==> config.mk <==
export PLATFORM = sky130hd
export DESIGN_NAME = ahb_arbiter
export DESIGN_NICKNAME = d
export VERILOG_FILES = /design/src/rtl/ahb_arbiter.sv
export SDC_FILE = /design/constraint.sdc
export NUM_CORES = 1
export LEC_CHECK = 0
export ABC_AREA = 1
export CAP_MARGIN = 20
export CORE_AREA = 8 8 58 60
export DETAILED_ROUTE_END_ITERATION = 10
export DIE_AREA = 0 0 66 68
export HOLD_SLACK_MARGIN = 0.06
export PLACE_DENSITY = 0.83
export RECOVER_POWER = 50
export SLEW_MARGIN = 15
export SYNTH_ARGS = -nofsm -noshare
export SYNTH_HDL_FRONTEND = slang
export SYNTH_SLANG_ARGS = --single-unit
export TNS_END_PERCENT = 30
==> constraint.sdc <==
create_clock -name HMASTCLOCK -period 1.76 [get_ports HMASTCLOCK]
set_clock_uncertainty 0.1 [all_clocks]
set_input_delay 0.352 -clock HMASTCLOCK [delete_from_list [all_inputs] [get_ports HMASTCLOCK]]
set_output_delay 0.352 -clock HMASTCLOCK [all_outputs]
set_load 0.02 [all_outputs]
==> src/rtl/ahb_arbiter.sv <==
// Round-robin AHB-Lite bus arbiter: one-hot HGRANT, burst/lock-aware handover at
// HREADY=1 edges, and HMASTER/HMASTLOCK trailing the grant by one transfer.
module ahb_arbiter #(
  parameter int unsigned NUM_MASTERS    = 4,
  parameter int unsigned MASTER_W       = 2,
  parameter int unsigned DEFAULT_MASTER = 0
) (
  input  logic                   HMASTCLOCK,
  input  logic                   HRESET,
  input  logic [NUM_MASTERS-1:0] HBUSREQ,
  input  logic [NUM_MASTERS-1:0] HLOCK,
  input  logic [1:0]             HTRANS,
  input  logic [2:0]             HBURST,
  input  logic                   HREADY,
  output logic [NUM_MASTERS-1:0] HGRANT,
  output logic [MASTER_W-1:0]    HMASTER,
  output logic                   HMASTLOCK
);

  localparam int unsigned REM_W = 5;
  localparam logic [1:0] TR_IDLE   = 2'd0;
  localparam logic [1:0] TR_BUSY   = 2'd1;
  localparam logic [1:0] TR_NONSEQ = 2'd2;
  localparam logic [1:0] TR_SEQ    = 2'd3;
  localparam logic [NUM_MASTERS-1:0] GRANT_RST = NUM_MASTERS'(1) << DEFAULT_MASTER;

  logic [REM_W-1:0]       burst_rem_q, burst_rem_d;
  logic [NUM_MASTERS-1:0] grant_q, grant_d;
  logic [MASTER_W-1:0]    hmaster_q, hmaster_d;
  logic                   mastlock_q, mastlock_d;
  logic [MASTER_W-1:0]    rr_last_q, rr_last_d;
  logic [MASTER_W-1:0]    grant_idx_c;
  logic [MASTER_W-1:0]    winner_c;
  logic                   win_req_c;
  logic                   locked_c;

  always_ff @(posedge HMASTCLOCK or posedge HRESET) begin
    if (HRESET) begin
      burst_rem_q <= '0;
      grant_q     <= GRANT_RST;
      hmaster_q   <= MASTER_W'(DEFAULT_MASTER);
      mastlock_q  <= 1'b0;
      rr_last_q   <= MASTER_W'(DEFAULT_MASTER);
    end else begin
      burst_rem_q <= burst_rem_d;
      grant_q     <= grant_d;
      hmaster_q   <= hmaster_d;
      mastlock_q  <= mastlock_d;
      rr_last_q   <= rr_last_d;
    end
  end

  // Remaining beats of the current fixed-length burst after this edge
  always_comb begin
    burst_rem_d = burst_rem_q;
    if (HREADY) begin
      unique case (HTRANS)
        TR_NONSEQ: begin
          unique case (HBURST)
            3'd2, 3'd3: burst_rem_d = REM_W'(3);
            3'd4, 3'd5: burst_rem_d = REM_W'(7);
            3'd6, 3'd7: burst_rem_d = REM_W'(15);
            default:    burst_rem_d = '0;
          endcase
        end
        TR_SEQ:  burst_rem_d = (burst_rem_q != '0) ? burst_rem_q - REM_W'(1) : '0;
        TR_BUSY: burst_rem_d = burst_rem_q;
        TR_IDLE: burst_rem_d = '0;
        default: burst_rem_d = '0;
      endcase
    end
  end

  // Index of the granted master and lock state of the address-phase owner
  always_comb begin
    grant_idx_c = MASTER_W'(DEFAULT_MASTER);
    locked_c    = 1'b0;
    for (int j = 0; j < int'(NUM_MASTERS); j++) begin
      if (grant_q[j]) grant_idx_c = MASTER_W'(j);
      if (hmaster_q == MASTER_W'(j)) locked_c = HLOCK[j] & HBUSREQ[j];
    end
  end

  // Round-robin search starting after rr_last; scanning far-to-near keeps the nearest hit
  always_comb begin
    winner_c  = MASTER_W'(DEFAULT_MASTER);
    win_req_c = 1'b0;
    for (int i = int'(NUM_MASTERS); i >= 1; i--) begin
      for (int j = 0; j < int'(NUM_MASTERS); j++) begin
        if ((j == (int'(rr_last_q) + i) % int'(NUM_MASTERS)) && HBUSREQ[j]) begin
          winner_c  = MASTER_W'(j);
          win_req_c = 1'b1;
        end
      end
    end
  end

  always_comb begin
    grant_d    = grant_q;
    rr_last_d  = rr_last_q;
    hmaster_d  = hmaster_q;
    mastlock_d = mastlock_q;
    if (HREADY) begin
      hmaster_d  = grant_idx_c;
      mastlock_d = |(HLOCK & grant_q);
      if ((burst_rem_d == '0) && !locked_c) begin
        grant_d = NUM_MASTERS'(1) << winner_c;
        if (win_req_c) rr_last_d = winner_c;
      end
    end
  end

  assign HGRANT    = grant_q;
  assign HMASTER   = hmaster_q;
  assign HMASTLOCK = mastlock_q;

endmodule

Yosys cells after proc, flatten, opt, wreduce, memory -nomap -nowiden
Cells that the tools add are included.
Storage, ports and cells
  logic and storage cells: 122
  output and inout port bits: 7
  flip-flop bits (word level): 14
  bits of input ports: 16
Operators by class
  muxes and demuxes: 42
  $add $sub $neg: 5
  shift operators: 1
  bitwise gates (word level): 9
  eq/ne operators: 24
  reduce and logical (&&, ||, !) cells: 36
Operators by type and width (number)
  $logic_not 32->1: 4
  $mux 2: 16
  $eq 3x3->1 const A: 8
  $mux 1: 22
  $pmux 5 s4: 1
  $logic_and 1x1->1: 17
  $reduce_or 2->1: 7
  $eq 2x3->1 const A: 4
  $eq 3x3->1 const B: 4
  $pmux 4 s3: 1
  $mux 5: 2
  $eq 2x2->1 const B: 4
  $eq 3x2->1 const B: 2
  $logic_not 5->1: 1
  $reduce_bool 5->1: 1
  $sub 5x1->5 const B: 1
  $add 2x1->2 const B: 2
  $add 2x2->2 const B: 2
  $and 1x1->1: 4
  $and 1x1->1 const A: 4
  $and 4x4->4: 1
  $eq 2x1->1 const B: 2
  $logic_not 2->1: 2
  $reduce_or 4->1: 1
  4 further kinds: 4

Depth between registers and ports, before layout
  depth after elaboration: 22
  gate-level depth with buffers: 18
  gate-level depth less buffers: 17

Worst setup path after synthesis
OpenSTA, ideal clock, no wires.
  kind: reg2reg
  from: reg burst_rem_q[0]
  to: reg rr_last_q[0]
  setup slack: -0.014 ns
  period minus slack after synthesis: 1.774 ns
  path buffers: 0
  arrival: 1.555 ns
  setup time: 0.119 ns
  cell stages (with the launch flop): 14
  required time: 1.541 ns
  cells stage by stage: dfrtp_1 -> inv_1 -> ha_1 -> nand2_2 -> nor2_4 -> nand2_1 -> nand2_2 -> nor2_1 -> o21ai_1 -> o21ai_2 -> nor2_4 -> nand2_4 -> o21ai_1 -> nand2_1
On the way
  longest elaborated chain between the ends: 7
  elaborated cells between the ends (all ways): 8
  classes of those cells: add/sub (1); mux (3); reduce/logical (4)
Ends and longest elaborated chain
  start, declared: line 27  | logic [REM_W-1:0] burst_rem_q, burst_rem_d;
  start signal, assigned: line 45  | burst_rem_q <= burst_rem_d;
  $sub 5x1->5 or $reduce_bool 5->1 (tied branches): line 66  | TR_SEQ: burst_rem_d = (burst_rem_q != '0) ? burst_rem_q - REM_W'(1) : '0;
  $mux 5: line 66
  $pmux 5 s4: line 57  | unique case (HTRANS)
  $mux 5 *: line 56  | if (HREADY) begin
  named net burst_rem_d[0]: line 27
  $logic_not 5->1 *: line 106  | if ((burst_rem_d == '0) && !locked_c) begin
  $logic_and 1x1->1 *: line 106
  $reduce_and 3->1 (no line) *
  end signal, assigned: line 43  | rr_last_q <= MASTER_W'(DEFAULT_MASTER);
  end signal, assigned: line 49  | rr_last_q <= rr_last_d;
  end, declared: line 31  | logic [MASTER_W-1:0] rr_last_q, rr_last_d;
Mark *: on every way through the listed nets, which the timed path passes. The rest lies on a longest branch.
A chain may end at the register's enable or synchronous reset.

Worst setup path in the final report
  from: reg burst_rem_q[0]
  to: reg rr_last_q[1]
On the way
  longest elaborated chain between the ends: 7
  elaborated cells between the ends (all ways): 8
  classes of those cells: add/sub (1); mux (3); reduce/logical (4)
Ends and longest elaborated chain (line)
  $sub 5x1->5 or $reduce_bool 5->1 (tied branches): 66
  $mux 5 *: 66
  $pmux 5 s4 *: 57
  $mux 5 *: 56
  named net burst_rem_d[2]: 27
  $logic_not 5->1 *: 106
  $logic_and 1x1->1 *: 106
  $reduce_and 3->1 (no line) *
Marks and branches as above.

==> impl_metrics.env <==
export IMPL_status="finished, violations left"
export IMPL_violations="negative setup slack"
export IMPL_num_vias=1161
export IMPL_synthAdderAreaFrac=0.0121
export IMPL_yosys_area_share_simple=0.445
export IMPL_cts_root_buffer="clkbuf_4"
export IMPL_post_place_ws_ns=-0.369
export IMPL_yosys_warnings=0
export IMPL_synth_largest_area_cell="dfrtp_1"
export IMPL_dp_hpwl_microns=2210
export IMPL_io_pins=23
export IMPL_diodes=0
export IMPL_grt_max_degree=15
export IMPL_insertion_delay_ns=0.30
export IMPL_vias_per_cell=4.92
export IMPL_layout_setup_ws_ns=-0.282
export IMPL_hold_violations=0
export IMPL_worst_slew_margin_rel=0.613
export IMPL_cap_violations=0
export IMPL_hold_buffers=0
export IMPL_avgSynthCellArea_sq_um=6.79
export IMPL_rows=19
export IMPL_tritoncts="built"
export IMPL_layout_nets=223
export IMPL_numPortBuffers=21
export IMPL_synth_common_cells="nand2_1 (48), nand3_1 (23), dfrtp_1 (13), inv_1 (13)"
export IMPL_grt_pass1_wl_microns=4910
export IMPL_gp_congestion=0.914
export IMPL_p_leak_nw=0.832
export IMPL_clk_pin_slew_worst_paths_ns=0.10
export IMPL_ir_drop_uv=870
export IMPL_power_density_nw_per_um2=1260
export IMPL_grt_setup_unrepaired="true"
export IMPL_fin_util=0.613
export IMPL_synth_compound_area_share=0.0873
export IMPL_die_x_microns=66
export IMPL_path_class="reg2reg"
export IMPL_totalPowerFinal_mw=1.97
export IMPL_die_area_sq_um=4490
export IMPL_whs_ns=0.389
export IMPL_ant_nets=0
export IMPL_crit_arrival_ns=2.14
export IMPL_routedWlPerCell_microns=13.4
export IMPL_ys_ff_latch=14
export IMPL_setup_viol=7
export IMPL_worstMarginPinSlew_ns=0.580
export IMPL_crit_fanout=8
export IMPL_route_detailed_drc=0
export IMPL_antenna_found_initial=0
export IMPL_ys_seq_area_frac=0.341
export IMPL_synth_top_family_by_area="simple AND/OR/NAND/NOR gates"
export IMPL_overflow=0
export IMPL_routed_wirelength_microns=3160
export IMPL_synthCells=152
export IMPL_start_util=0.402
export IMPL_synth_cell_type_count=27
export IMPL_setup_tns_ns=-1.62
export IMPL_clock_sinks=14
export IMPL_synthArstFlopShare=1.00
export IMPL_die_h_microns=68
export IMPL_grt_total_usage=0.139
export IMPL_min_period_over_period=1.16
export IMPL_cts_buffer_depth=2
export IMPL_yosysMostFrequentCell="nand2_1"
export IMPL_syn_nets=169
export IMPL_ys_flop_type="dfrtp_1"
export IMPL_critical_path_required_ns=1.86
export IMPL_area_growth_pct=52.4
export IMPL_h_tree_depth=1
export IMPL_post_route_min_period_ns=2.04
export IMPL_cp_start_kind="register"
export IMPL_slew_viol_final=0
export IMPL_drtIter0Drc=68
export IMPL_grt_pass1_vias=1104
export IMPL_netlist_top_cells_area="dfrtp_1 (32%), nand2_1 (17%), nand3_1 (11%), inv_1 (4.7%), nor2_4 (4.4%)"
export IMPL_firstDrtPassIters=5
export IMPL_critPathCaptureType="register"
export IMPL_muxShareOfSynthArea=0
export IMPL_cts_buffers=3
export IMPL_max_freq_mhz=490
export IMPL_yosys_area_share_xor_xnor=0.0170
export IMPL_synth_edf_count=0
export IMPL_syn_area_sq_um=1030
export IMPL_drive_gt1_frac=0.322
export IMPL_core_area_sq_um=2570
export IMPL_yosysTopAreaCellShare=0.315
export IMPL_hold_class="reg2reg"
-- path summary, 6_finish.rpt --
path / startpoint / endpoint / slack, ns / depth (start not counted)
worst max-delay path: burst_rem_q[0] / rr_last_q[1] / -0.28 / 12
worst min-delay path: HGRANT[0] / HGRANT[0] / 0.39 / 2
worst max register to register: burst_rem_q[0] / rr_last_q[1] / -0.28 / 12
worst min register to register: HGRANT[0] / HGRANT[0] / 0.39 / 2
max in group asynchronous: HRESET / HGRANT[2] / 0.72 / 2
min in group asynchronous: HRESET / HGRANT[3] / 0.43 / 2
-- stage by stage --
step | cells | cell area [sq um]
global placement | 228 | 1460
CTS | 235 | 1530
detailed placement | 228 | 1460
global route | 236 | 1570
finish | 236 | 1570
floorplan | 152 | 1030
-- flip-flops by register name (all words and copies together) (netlist names) --
signal,flops
HMASTLOCK,1
rr_last_q,2
HGRANT,4
HMASTER,2
burst_rem_q,5
-- cells in the final DEF, fill, tap and decap left out, drive strengths merged --
| cell type | instances |
|---|---|
| a21oi | 2 |
| a22oi | 2 |
| a41oi | 1 |
| buf | 30 |
| clkbuf | 4 |
| clkdlybuf4s50 | 13 |
| clkinv | 1 |
| dfrtp | 13 |
| dfstp | 1 |
| dlygate4sd2 | 5 |
| dlygate4sd3 | 1 |
| dlymetal6s2s | 2 |
| ha | 1 |
| inv | 21 |
| nand2 | 52 |
| nand3 | 23 |
| nand4 | 3 |
| nor2 | 16 |
| nor3 | 2 |
| o21ai | 9 |
| o21bai | 1 |
| xnor2 | 1 |
| xor2 | 1 |
-- area by class of cell --
cell class / instances / area [sq um]
Clock buffer: 4 / 26.3
Fill cell: 231 / 995
Inverter: 22 / 82.6
Multi-Input combinational cell: 114 / 636
Sequential cell: 14 / 352
Tap cell: 31 / 38.8
Timing Repair Buffer: 51 / 438
-- layer usage --
metal | up-vias | part of all wire | global-route usage
li1 | 598 | - | -
met1 | 511 | 0.44 | 0.169
met2 | 46 | 0.46 | 0.214
met3 | 6 | 0.084 | 0.0655
met4 | 0 | 0.015 | 0.0427
met5 | - | 0 | 0
-- report_power, final --
part | internal (mW) | leakage, nW | switching (mW)
clock | 0.0883 | 0.0150 | 0.113
sequential | 0.436 | 0.173 | 0.146
combinational | 0.510 | 0.644 | 0.681
total | 1.03 | 0.832 | 0.940
-- cells by family after synthesis --
logic type                 count (synthesis)
adders and majority gates                  1
xor gates and xnor gates                   2
DFF                                       14
and+or+nand+nor                           96
AOI/OAI and AO/OA                         15
buffers and inverters                     24
-- critical path, stage by stage, from the launching register on --
cell and delay [ns]:
dfrtp_1 0.38, inv_2 0.07, ha_4 0.17, buf_4 0.13, buf_4 0.12, xnor2_1 0.11
o21ai_1 0.17, nand2_1 0.11, o21ai_1 0.18, nor2_2 0.08, nand2_4 0.14, nor2_4 0.05
o21bai_1 0.14
-- timing repair --
item / CTS / global route
pin swaps: 9 / 14
gates resized for setup: 9 / 11
buffers inserted: 4 / 1
setup endpoints to repair: 11 / 10
cloned: 0 / 0
Note: power is estimated with default switching activity, not from simulation.
